$ cat config.mk
export PLATFORM = sky130hd
export DESIGN_NAME = line_burst_adapter_flat
export DESIGN_NICKNAME = d
export VERILOG_FILES = /design/src/rtl/line_burst_adapter_pkg.sv /design/src/rtl/line_burst_adapter_if.sv /design/src/rtl/line_burst_adapter_line_assembler.sv /design/src/rtl/line_burst_adapter.sv /design/src/flat_wrapper.sv
export SDC_FILE = /design/constraint.sdc
export NUM_CORES = 1
export LEC_CHECK = 0
export ABC_AREA = 1
export ABC_CLOCK_PERIOD_IN_PS = 8400
export CORE_AREA = 2 2 303 305
export DETAILED_ROUTE_END_ITERATION = 6
export DIE_AREA = 0 0 305 307
export PLACE_DENSITY = 0.45
export SYNTH_ARGS = -nofsm -noshare
export SYNTH_HDL_FRONTEND = slang
export SYNTH_HIERARCHICAL = 1
export SYNTH_SLANG_ARGS = --single-unit
$ cat constraint.sdc
create_clock -name clk -period 8.4 [get_ports clk]
set_input_delay 1.26 -clock clk [delete_from_list [all_inputs] [get_ports clk]]
set_output_delay 1.26 -clock clk [all_outputs]
set_load 0.01 [all_outputs]
$ cat src/rtl/line_burst_adapter_pkg.sv
// Shared constants, state type and line-address helper for the line-to-burst adapter.
package line_burst_adapter_pkg;

    localparam int ADDR_W        = 32;
    localparam int LINE_W        = 256;
    localparam int BEAT_W        = 64;
    localparam int BEATS         = LINE_W / BEAT_W;
    localparam int CNT_W         = $clog2(BEATS);
    localparam int LINE_OFFSET_W = 5;

    typedef enum logic [2:0] {
        IDLE,
        RD_ISSUE,
        RD_COLLECT,
        WR_BURST,
        DONE
    } line_adapter_state_t;

    function automatic logic [ADDR_W-1:0] line_addr(input logic [ADDR_W-1:0] addr);
        return {addr[ADDR_W-1:LINE_OFFSET_W], {LINE_OFFSET_W{1'b0}}};
    endfunction

endpackage

$ cat src/rtl/line_burst_adapter_if.sv
// Upstream cacheline port and downstream banked-memory burst port of the adapter.
interface line_burst_adapter_if;
    import line_burst_adapter_pkg::*;

    logic [ADDR_W-1:0] mem_addr;
    logic              mem_read;
    logic              mem_write;
    logic [LINE_W-1:0] mem_wdata;
    logic [LINE_W-1:0] mem_rdata;
    logic              mem_resp;
    logic [ADDR_W-1:0] mem_raddr;

    logic [ADDR_W-1:0] bmem_addr;
    logic              bmem_read;
    logic              bmem_write;
    logic [BEAT_W-1:0] bmem_wdata;
    logic              bmem_ready;
    logic [ADDR_W-1:0] bmem_raddr;
    logic [BEAT_W-1:0] bmem_rdata;
    logic              bmem_rvalid;

    // The adapter itself.
    modport slave (
        input  mem_addr, mem_read, mem_write, mem_wdata,
        input  bmem_ready, bmem_raddr, bmem_rdata, bmem_rvalid,
        output mem_rdata, mem_resp, mem_raddr,
        output bmem_addr, bmem_read, bmem_write, bmem_wdata
    );

    // The surrounding prefetcher and memory.
    modport master (
        output mem_addr, mem_read, mem_write, mem_wdata,
        output bmem_ready, bmem_raddr, bmem_rdata, bmem_rvalid,
        input  mem_rdata, mem_resp, mem_raddr,
        input  bmem_addr, bmem_read, bmem_write, bmem_wdata
    );

endinterface

$ cat src/rtl/line_burst_adapter_line_assembler.sv
// Beat-indexed line register: collects returning read beats into one cacheline.
module line_assembler #(
    parameter int BEAT_W = 64,
    parameter int BEATS  = 4
) (
    input  logic                     clk,
    input  logic                     rst,
    input  logic                     clear,
    input  logic                     wr_en,
    input  logic [$clog2(BEATS)-1:0] wr_idx,
    input  logic [BEAT_W-1:0]        wr_data,
    output logic [BEATS*BEAT_W-1:0]  line
);

    logic [BEATS-1:0][BEAT_W-1:0] beat_q;

    always_ff @(posedge clk or posedge rst) begin
        if (rst) begin
            beat_q <= '0;
        end else if (clear) begin
            beat_q <= '0;
        end else if (wr_en) begin
            beat_q[wr_idx] <= wr_data;
        end
    end

    assign line = beat_q;

endmodule

$ cat src/rtl/line_burst_adapter.sv
// Converts 256-bit cacheline reads/writes into 64-bit beats on a banked-memory port.
// Write path is built only when LINE_ADAPTER_WRITE_EN is defined.
module line_burst_adapter
    import line_burst_adapter_pkg::*;
(
    input  logic              clk,
    input  logic              rst,
    line_burst_adapter_if.slave bus
);

    localparam logic [CNT_W-1:0] LAST_BEAT = CNT_W'(BEATS - 1);

    line_adapter_state_t state_q, state_d;
    logic [CNT_W-1:0]    cnt_q, cnt_d;
    logic [ADDR_W-1:0]   addr_q;
    logic [ADDR_W-1:0]   raddr_q;
    logic                resp_q;
    logic                start_rd;
    logic                start_wr;
    logic                beat_hit;
    logic [LINE_W-1:0]   line_q;
    logic                unused_sink;

`ifdef LINE_ADAPTER_WRITE_EN
    logic [BEATS-1:0][BEAT_W-1:0] wdata_q;
`endif

    // Only beats for the line in flight count; stray or stale beats are dropped.
    assign beat_hit = (state_q == RD_COLLECT) && bus.bmem_rvalid &&
                      (bus.bmem_raddr[ADDR_W-1:LINE_OFFSET_W] == addr_q[ADDR_W-1:LINE_OFFSET_W]);

    always_comb begin
        state_d  = state_q;
        cnt_d    = cnt_q;
        start_rd = 1'b0;
        start_wr = 1'b0;
        case (state_q)
            IDLE: begin
`ifdef LINE_ADAPTER_WRITE_EN
                if (bus.mem_write) begin
                    start_wr = 1'b1;
                    state_d  = WR_BURST;
                end else if (bus.mem_read) begin
                    start_rd = 1'b1;
                    state_d  = RD_ISSUE;
                end
`else
                if (bus.mem_read) begin
                    start_rd = 1'b1;
                    state_d  = RD_ISSUE;
                end
`endif
            end
            RD_ISSUE: begin
                if (bus.bmem_ready) begin
                    state_d = RD_COLLECT;
                end
            end
            RD_COLLECT: begin
                if (beat_hit) begin
                    if (cnt_q == LAST_BEAT) begin
                        cnt_d   = '0;
                        state_d = DONE;
                    end else begin
                        cnt_d = cnt_q + 1'b1;
                    end
                end
            end
`ifdef LINE_ADAPTER_WRITE_EN
            WR_BURST: begin
                if (bus.bmem_ready) begin
                    if (cnt_q == LAST_BEAT) begin
                        cnt_d   = '0;
                        state_d = DONE;
                    end else begin
                        cnt_d = cnt_q + 1'b1;
                    end
                end
            end
`endif
            // The request is still held here; it is only resampled back in IDLE.
            DONE: begin
                state_d = IDLE;
            end
            default: begin
                state_d = IDLE;
                cnt_d   = '0;
            end
        endcase
    end

    always_ff @(posedge clk or posedge rst) begin
        if (rst) begin
            state_q <= IDLE;
            cnt_q   <= '0;
            addr_q  <= '0;
            raddr_q <= '0;
            resp_q  <= 1'b0;
        end else begin
            state_q <= state_d;
            cnt_q   <= cnt_d;
            resp_q  <= (state_d == DONE);
            if (start_rd || start_wr) begin
                addr_q <= line_addr(bus.mem_addr);
            end
            if (state_d == DONE) begin
                raddr_q <= addr_q;
            end
        end
    end

`ifdef LINE_ADAPTER_WRITE_EN
    always_ff @(posedge clk or posedge rst) begin
        if (rst) begin
            wdata_q <= '0;
        end else if (start_wr) begin
            wdata_q <= bus.mem_wdata;
        end
    end

    assign bus.bmem_write = (state_q == WR_BURST);
    assign bus.bmem_wdata = (state_q == WR_BURST) ? wdata_q[cnt_q] : '0;
    assign unused_sink    = ^bus.bmem_raddr[LINE_OFFSET_W-1:0];
`else
    assign bus.bmem_write = 1'b0;
    assign bus.bmem_wdata = '0;
    assign unused_sink    = ^{bus.bmem_raddr[LINE_OFFSET_W-1:0], bus.mem_write, bus.mem_wdata};
`endif

    line_assembler #(
        .BEAT_W (BEAT_W),
        .BEATS  (BEATS)
    ) u_line_assembler (
        .clk     (clk),
        .rst     (rst),
        .clear   (start_rd),
        .wr_en   (beat_hit),
        .wr_idx  (cnt_q),
        .wr_data (bus.bmem_rdata),
        .line    (line_q)
    );

    assign bus.bmem_read = (state_q == RD_ISSUE);
    assign bus.bmem_addr = ((state_q == RD_ISSUE) || (state_q == WR_BURST)) ? addr_q : '0;
    assign bus.mem_resp  = resp_q;
    assign bus.mem_raddr = raddr_q;
    assign bus.mem_rdata = line_q;

endmodule

$ cat src/flat_wrapper.sv
// flat-port wrapper written by rule: the top's interface ports become plain ports
module line_burst_adapter_flat import line_burst_adapter_pkg::*;
  (clk, rst, bus_mem_addr, bus_mem_read, bus_mem_write, bus_mem_wdata, bus_bmem_ready, bus_bmem_raddr, bus_bmem_rdata, bus_bmem_rvalid, bus_mem_rdata, bus_mem_resp, bus_mem_raddr, bus_bmem_addr, bus_bmem_read, bus_bmem_write, bus_bmem_wdata);
  line_burst_adapter_if bus_i ();
  input  logic clk;
  input  logic rst;
  input wire logic [$bits(bus_i.mem_addr)-1:0] bus_mem_addr;
  input wire logic [$bits(bus_i.mem_read)-1:0] bus_mem_read;
  input wire logic [$bits(bus_i.mem_write)-1:0] bus_mem_write;
  input wire logic [$bits(bus_i.mem_wdata)-1:0] bus_mem_wdata;
  input wire logic [$bits(bus_i.bmem_ready)-1:0] bus_bmem_ready;
  input wire logic [$bits(bus_i.bmem_raddr)-1:0] bus_bmem_raddr;
  input wire logic [$bits(bus_i.bmem_rdata)-1:0] bus_bmem_rdata;
  input wire logic [$bits(bus_i.bmem_rvalid)-1:0] bus_bmem_rvalid;
  output wire logic [$bits(bus_i.mem_rdata)-1:0] bus_mem_rdata;
  output wire logic [$bits(bus_i.mem_resp)-1:0] bus_mem_resp;
  output wire logic [$bits(bus_i.mem_raddr)-1:0] bus_mem_raddr;
  output wire logic [$bits(bus_i.bmem_addr)-1:0] bus_bmem_addr;
  output wire logic [$bits(bus_i.bmem_read)-1:0] bus_bmem_read;
  output wire logic [$bits(bus_i.bmem_write)-1:0] bus_bmem_write;
  output wire logic [$bits(bus_i.bmem_wdata)-1:0] bus_bmem_wdata;
  assign bus_i.mem_addr = bus_mem_addr;
  assign bus_i.mem_read = bus_mem_read;
  assign bus_i.mem_write = bus_mem_write;
  assign bus_i.mem_wdata = bus_mem_wdata;
  assign bus_i.bmem_ready = bus_bmem_ready;
  assign bus_i.bmem_raddr = bus_bmem_raddr;
  assign bus_i.bmem_rdata = bus_bmem_rdata;
  assign bus_i.bmem_rvalid = bus_bmem_rvalid;
  assign bus_mem_rdata = bus_i.mem_rdata;
  assign bus_mem_resp = bus_i.mem_resp;
  assign bus_mem_raddr = bus_i.mem_raddr;
  assign bus_bmem_addr = bus_i.bmem_addr;
  assign bus_bmem_read = bus_i.bmem_read;
  assign bus_bmem_write = bus_i.bmem_write;
  assign bus_bmem_wdata = bus_i.bmem_wdata;
  line_burst_adapter u_core (.clk(clk), .rst(rst), .bus(bus_i));
endmodule
**Word-level counts from Yosys, hierarchy flattened**

Index checks and enable logic that the tools add are counted.

- Bits in registers: 316
- Bits in latches: 0
- RAM bits: 0
- ROM bits: 0
- Bits of input ports: 390
- Output and inout port bits: 387
- Logic and storage cells: 45
- Memories: 0

- $add $sub $neg: 1
- Multipliers: 0
- Div/mod/pow operators: 0
- Magnitude comparators: 2
- Equality and inequality tests: 8
- Shift-type cells: 0
- Mux-type cells: 16
- Bitwise operators: 1
- Reductions and logical operators: 8

Operators by type and width:

| cell | count |
|---|---|
| $mux W256 | 2 |
| $bwmux W256 | 1 |
| $demux W64 S2 | 1 |
| $mux W64 | 1 |
| $mux W32 | 1 |
| $eq A27 B27 Y1 | 1 |
| $mux W3 | 4 |
| $pmux W3 S3 | 1 |
| $eq A3 B2 Y1 const B | 2 |
| $eq A3 B3 Y1 const B | 2 |
| $mux W2 | 2 |
| $pmux W2 S2 | 1 |
| $eq A3 B1 Y1 const B | 1 |
| $logic_and A1 B1 Y1 | 3 |
| $logic_not A3 Y1 | 1 |
| $lt A2 B3 Y1 const B | 1 |
| $reduce_or A3 Y1 | 1 |
| $add A2 B1 Y2 const B | 1 |
| $eq A2 B2 Y1 const B | 1 |
| $ge A2 B1 Y1 const B | 1 |
| $mux W1 | 2 |
| $ne A2 B1 Y1 const B | 1 |
| $reduce_and A2 Y1 | 1 |
| $reduce_bool A2 Y1 | 1 |
| 2 further kinds | 2 |

**Longest topological paths before layout**

- Depth in word-level cells: 7
- Mapped depth: 16
- Gate-level depth less buffers: 13

**Cells and area by module**

The synthesis kept the hierarchy.

Modules (own cells, without submodules):

| module | instances | cells each | area each (µm²) |
|---|---|---|---|
| line_assembler | 1 | 1260 | 11158.2 |
| line_burst_adapter | 1 | 536 | 3774.9 |

**Worst setup path before layout**

OpenSTA, ideal clock, no wires.

- Path type: input port to flip-flop
- Start: in bus_bmem_raddr[27]
- End: reg u_core.u_line_assembler.beat_q, in the netlist u_core/u_line_assembler/line[48]
- Setup time: 0.065 ns
- Data arrival time: 2.706 ns
- Path slack: 5.629 ns
- Stages: 13
- Path buffers: 4
- Path through: xnor2_1 > nand2_1 > nor3_2 > nand2_1 > nor2_2 > buf_4 > buf_6 > nand2_2 > buf_6 > buf_12 > nor2_8 > nand2_1 > nand2_1

- Longest elaborated chain between the ends: 3

RTL lines:

| what | RTL line | source |
|---|---|---|
| start: declaration | flat_wrapper.sv:12 | `input wire logic [$bits(bus_i.bmem_raddr)-1:0] bus_bmem_raddr;` |
| $eq A27 B27 Y1 | line_burst_adapter.sv:30 | `(bus.bmem_raddr[ADDR_W-1:LINE_OFFSET_W] == addr_q[ADDR_W-1:LINE_OFFSET_W]);` |
| $logic_and A1 B1 Y1 | line_burst_adapter.sv:29 | `assign beat_hit = (state_q == RD_COLLECT) && bus.bmem_rvalid &&` |
| named net u_core.beat_hit | line_burst_adapter.sv:20 | `logic beat_hit;` |
| $reduce_bool A2 Y1 (no source line) | n/a |  |
| end signal: indexed assignment | line_burst_adapter_line_assembler.sv:23 | `beat_q[wr_idx] <= wr_data;` |
| end: declaration | line_burst_adapter_line_assembler.sv:15 | `logic [BEATS-1:0][BEAT_W-1:0] beat_q;` |

The timed path passes the listed nets, and every way through them passes these cells.
A chain may end at the register's enable or synchronous reset.

**Final worst setup path**

- Start: in bus_bmem_raddr[27]
- End: reg u_core.u_line_assembler.beat_q, in the netlist u_core/u_line_assembler/line[123]

- Longest elaborated chain between the ends: 3

RTL lines:

| what | RTL line |
|---|---|
| $eq A27 B27 Y1 | line_burst_adapter.sv:30 |
| $logic_and A1 B1 Y1 | line_burst_adapter.sv:29 |
| $reduce_bool A2 Y1 (no source line) | n/a |

No other way between the ends.

==> key figures <==
Clocking
  – CTS buffer count: 41
  – CTS clk-pin slew, worst paths: roughly 0.060 ns
  – CTS tree: done
  – Post-CTS Resized: 0
  – Clock buffer depth: 3
  – H-tree Lvls: 2
  – Post-CTS Repair Setup Buffers: 0
  – Clock root buffer: clkbuf_16
  – # clock sinks: approximately 320
  – Hold buffer count at cts: 0
  – Worst skew pair latency: ~0.57 ns

Detailed routing
  – Post-DR wirelength/cell: 19.1 µm
  – Routed Antenna Nets: 0
  – DRC: 0
  – Vias/cell: 3.79
  – Initial drt markers: 752
  – Routed WL: roughly 65 mm
  – Vias: 12900
  – First-pass iteration count of the detailed router: 5

Critical path
  – Launching point of the worst reg2reg path: u_core/addr_q[27]
  – Worst endpoint data arrival time: roughly 5.0 ns
  – Crit Path Class: primary input to flip-flop
  – Worst reg2reg endpoint: u_core/u_line_assembler/line[123]
  – Critical path capture point type: flip-flop
  – Crit Path Max Fanout: 44
  – CP Launch Type: primary input
  – Reg2Reg Setup Slack: around 4.5 ns
  – Reg2reg path depth: 10
  – WP data required: just under 9 ns

Timing
  – Slew HR: around 30%
  – Max Slew Vio Count: 0
  – Clk_skew: just under 0.02 ns
  – Final Cycle Share: 53.9%
  – Hold Vio Cnt, Final: 0
  – Setup-failing EPs final: 0
  – Setup Total Neg Slack: 0 ns
  – Fmax: around 220 MHz
  – Worst-margin pin slew: 1.05 ns
  – RSZ-0062 raised after global routing: false
  – Crit path time final: between 4 and 5 ns

Power and ir drop
  – Sw Ratio: 26.1%
  – Power density over the cells: 169 nW/µm²
  – Combinational Power Share: ~7.0%
  – Net Sw Power: approximately 950 µW
  – Leakage power: roughly 0.011 µW
  – Sequential Power Share: 42.4%
  – Worst VDD drop: approximately 0.00013 V
  – Share of total power in the clock network: approximately half
  – Internal: ~2700 µW

Yosys
  – Seq/Total Area, Yosys: a little over half
  – Netlist cell types: 30
  – Cell taking the most area after synthesis: dfrtp_1
  – Gate Count Post-Synth: 1796
  – Number of synthesized flops with an enable pin: 0
  – Most numerous cell in the Yosys netlist: nand2_1
  – Number of synthesized register bits: roughly 320
  – Commonest cells in the netlist: nand2_1, dfrtp_1, nand3_1
  – Syn. warnings: 6
  – Ys flop type: dfrtp_1
  – FFs w/ async S/R, synth: 100%
  – Mean Syn Cell Area: roughly 8.3 µm²
  – Area contributors post-synth: dfrtp_1, nand2_1, nand3_1, nor2_8, buf_4
  – Synth top area share: between 50% and 60%
  – Cell area after synthesis: between 10000 and 15000 µm²

Floorplan
  – Chip Height: between 300 and 400 µm
  – Core area: 90700 µm²
  – Die area: 93600 µm²
  – Initial Util: 16.5%
  – IO Pins: 777
  – FP Rows: around 110
  – Die width: slightly above 300 µm

Global routing
  – GRT Util Overall: between 10% and 20%
  – Initial antenna violation count: 3
  – Largest net degree at the start of global routing: around 130
  – Vias in the first global route: 13300
  – First-pass GRT wire length: 94.0 mm
  – GRT Residual Overflow: 0

Placed design
  – RePlAce Congestion: 0.786
  – PortBufs: roughly 430
  – Placed cells: roughly 3300
  – Dpl hpwl: ~43 mm

Min path
  – Min-delay worst type: flip-flop to flip-flop
  – Worst Hold Path EP: u_core/bus.mem_raddr[24]
  – Hold Path Origin: u_core/bus.mem_raddr[24]
  – Hold depth: 2

Cells and area
  – Fill cells: 10000
  – Synthesis-to-layout area growth: 44.2%
  – Finished Layout Cells: between 3000 and 4000
  – Layout cells sized above 1: 6.12%
  – Final core occ: 23.7%
  – Nets: ~2600

Run status
  – Status: complete, no violations

Job
  – Max_cap viols: 0
-- cells by family after synthesis --
logic type,after synthesis,synth area share [%]
simple gates,1116,34.0
flops,316,53.0
fa+ha+maj,1,0.0838
compound gates,37,1.27
buf+inv,316,11.2
xor+xnor,9,0.528
other cells,1,0.0251
-- registers in the layout, summed over array words and instances (netlist names) --
signal / cells
u_core/addr_q: 27
u_core/bus.mem_raddr: 27
u_core/bus.mem_resp: 1
u_core/cnt_q: 2
u_core/state_q: 3
u_core/u_line_assembler/line: 256
-- worst max-delay path, stage by stage --
cell	delay, ns
clkdlybuf4s50_1	0.41
xnor2_1	0.39
nand2_1	0.13
nor3_2	0.20
nand2_1	0.11
nor2_4	0.65
nand3_4	0.47
buf_4	0.53
clkinv_1	0.55
nand2_1	0.17
nand2_1	0.10
-- layout make-up --
type                    instances  area, µm²  area share (%)
clock inverters                15        189           0.878
multi-input cells            1238       5710            26.5
clock buffers                  59       1190            5.54
diodes                          1       2.50          0.0116
repair buffers                453       4500            20.9
flip-flops and latches        316       7910            36.7
well taps                    1186       1480            6.89
inverters                     140        541            2.51
-- metal layers --
metal / vias up / part of all wire (%) / GRT usage [%]
li1: 6214 / - / -
met1: 6170 / 43 / 16.8
met2: 433 / 46 / 22.4
met3: 81 / 8.4 / 4.78
met4: 2 / 2.3 / 3.50
met5: - / 0.020 / 0
-- worst max path at each step --
stage | cells past startpoint | start | to
final | 11 | bus_bmem_raddr[27] | u_core/u_line_assembler/line[123]
after global routing | 14 | bus_bmem_raddr[8] | u_core/u_line_assembler/line[123]
after CTS | 14 | bus_bmem_raddr[26] | u_core/u_line_assembler/line[123]
after detailed placement | 14 | bus_bmem_raddr[26] | u_core/u_line_assembler/line[123]
after global placement | 14 | bus_bmem_raddr[26] | u_core/u_line_assembler/line[123]
after floorplan | 1 | rst | u_core/u_line_assembler/line[0]
-- power by group through the flow --
| stage | combinational [µW] | sequential [µW] | clock, µW |
|---|---|---|---|
| 6_report | 257 | 1550 | 1840 |
| 3_3_place_gp | 265 | 1570 | 0 |
| 3_5_place_dp | 265 | 1570 | 0 |
| 5_1_grt | 286 | 1550 | 1980 |
| 2_1_floorplan | 155 | 1570 | 0 |
| 4_1_cts | 267 | 1550 | 1920 |
-- through the flow --
| step | hold WS, ns | total power, µW | worst slack, ns | cell area (µm²) |
|---|---|---|---|---|
| after floorplan | 0.497 | 1720 | 0.0983 | 15200 |
| after global placement | 0.457 | 1840 | 3.12 | 20100 |
| after detailed placement | 0.458 | 1840 | 3.09 | 20100 |
| after CTS | 0.474 | 3730 | 3.70 | 21500 |
| after global routing | 0.484 | 3810 | 3.59 | 21500 |
| final | 0.472 | 3650 | 3.87 | 21500 |
-- layout by cell type (no fill, tap or decap), drive strengths merged --
master         Yosys  layout
nand2            698     698
clkdlybuf4s50      0     434
dfrtp            316     316
nand3            293     293
inv              137     138
nor2             121     121
conb               1      75
clkbuf            17      59
o21ai             35      35
buf              159      19
clkinv             3      12
xnor2              8       8
bufinv             0       3
clkinvlp           0       2
nand4              2       2
nor3               2       2
diode              0       1
xor2               1       1
o21bai             1       1
o211ai             1       1
ha                 1       1
No activity file was read; power rests on OpenSTA's default activity.
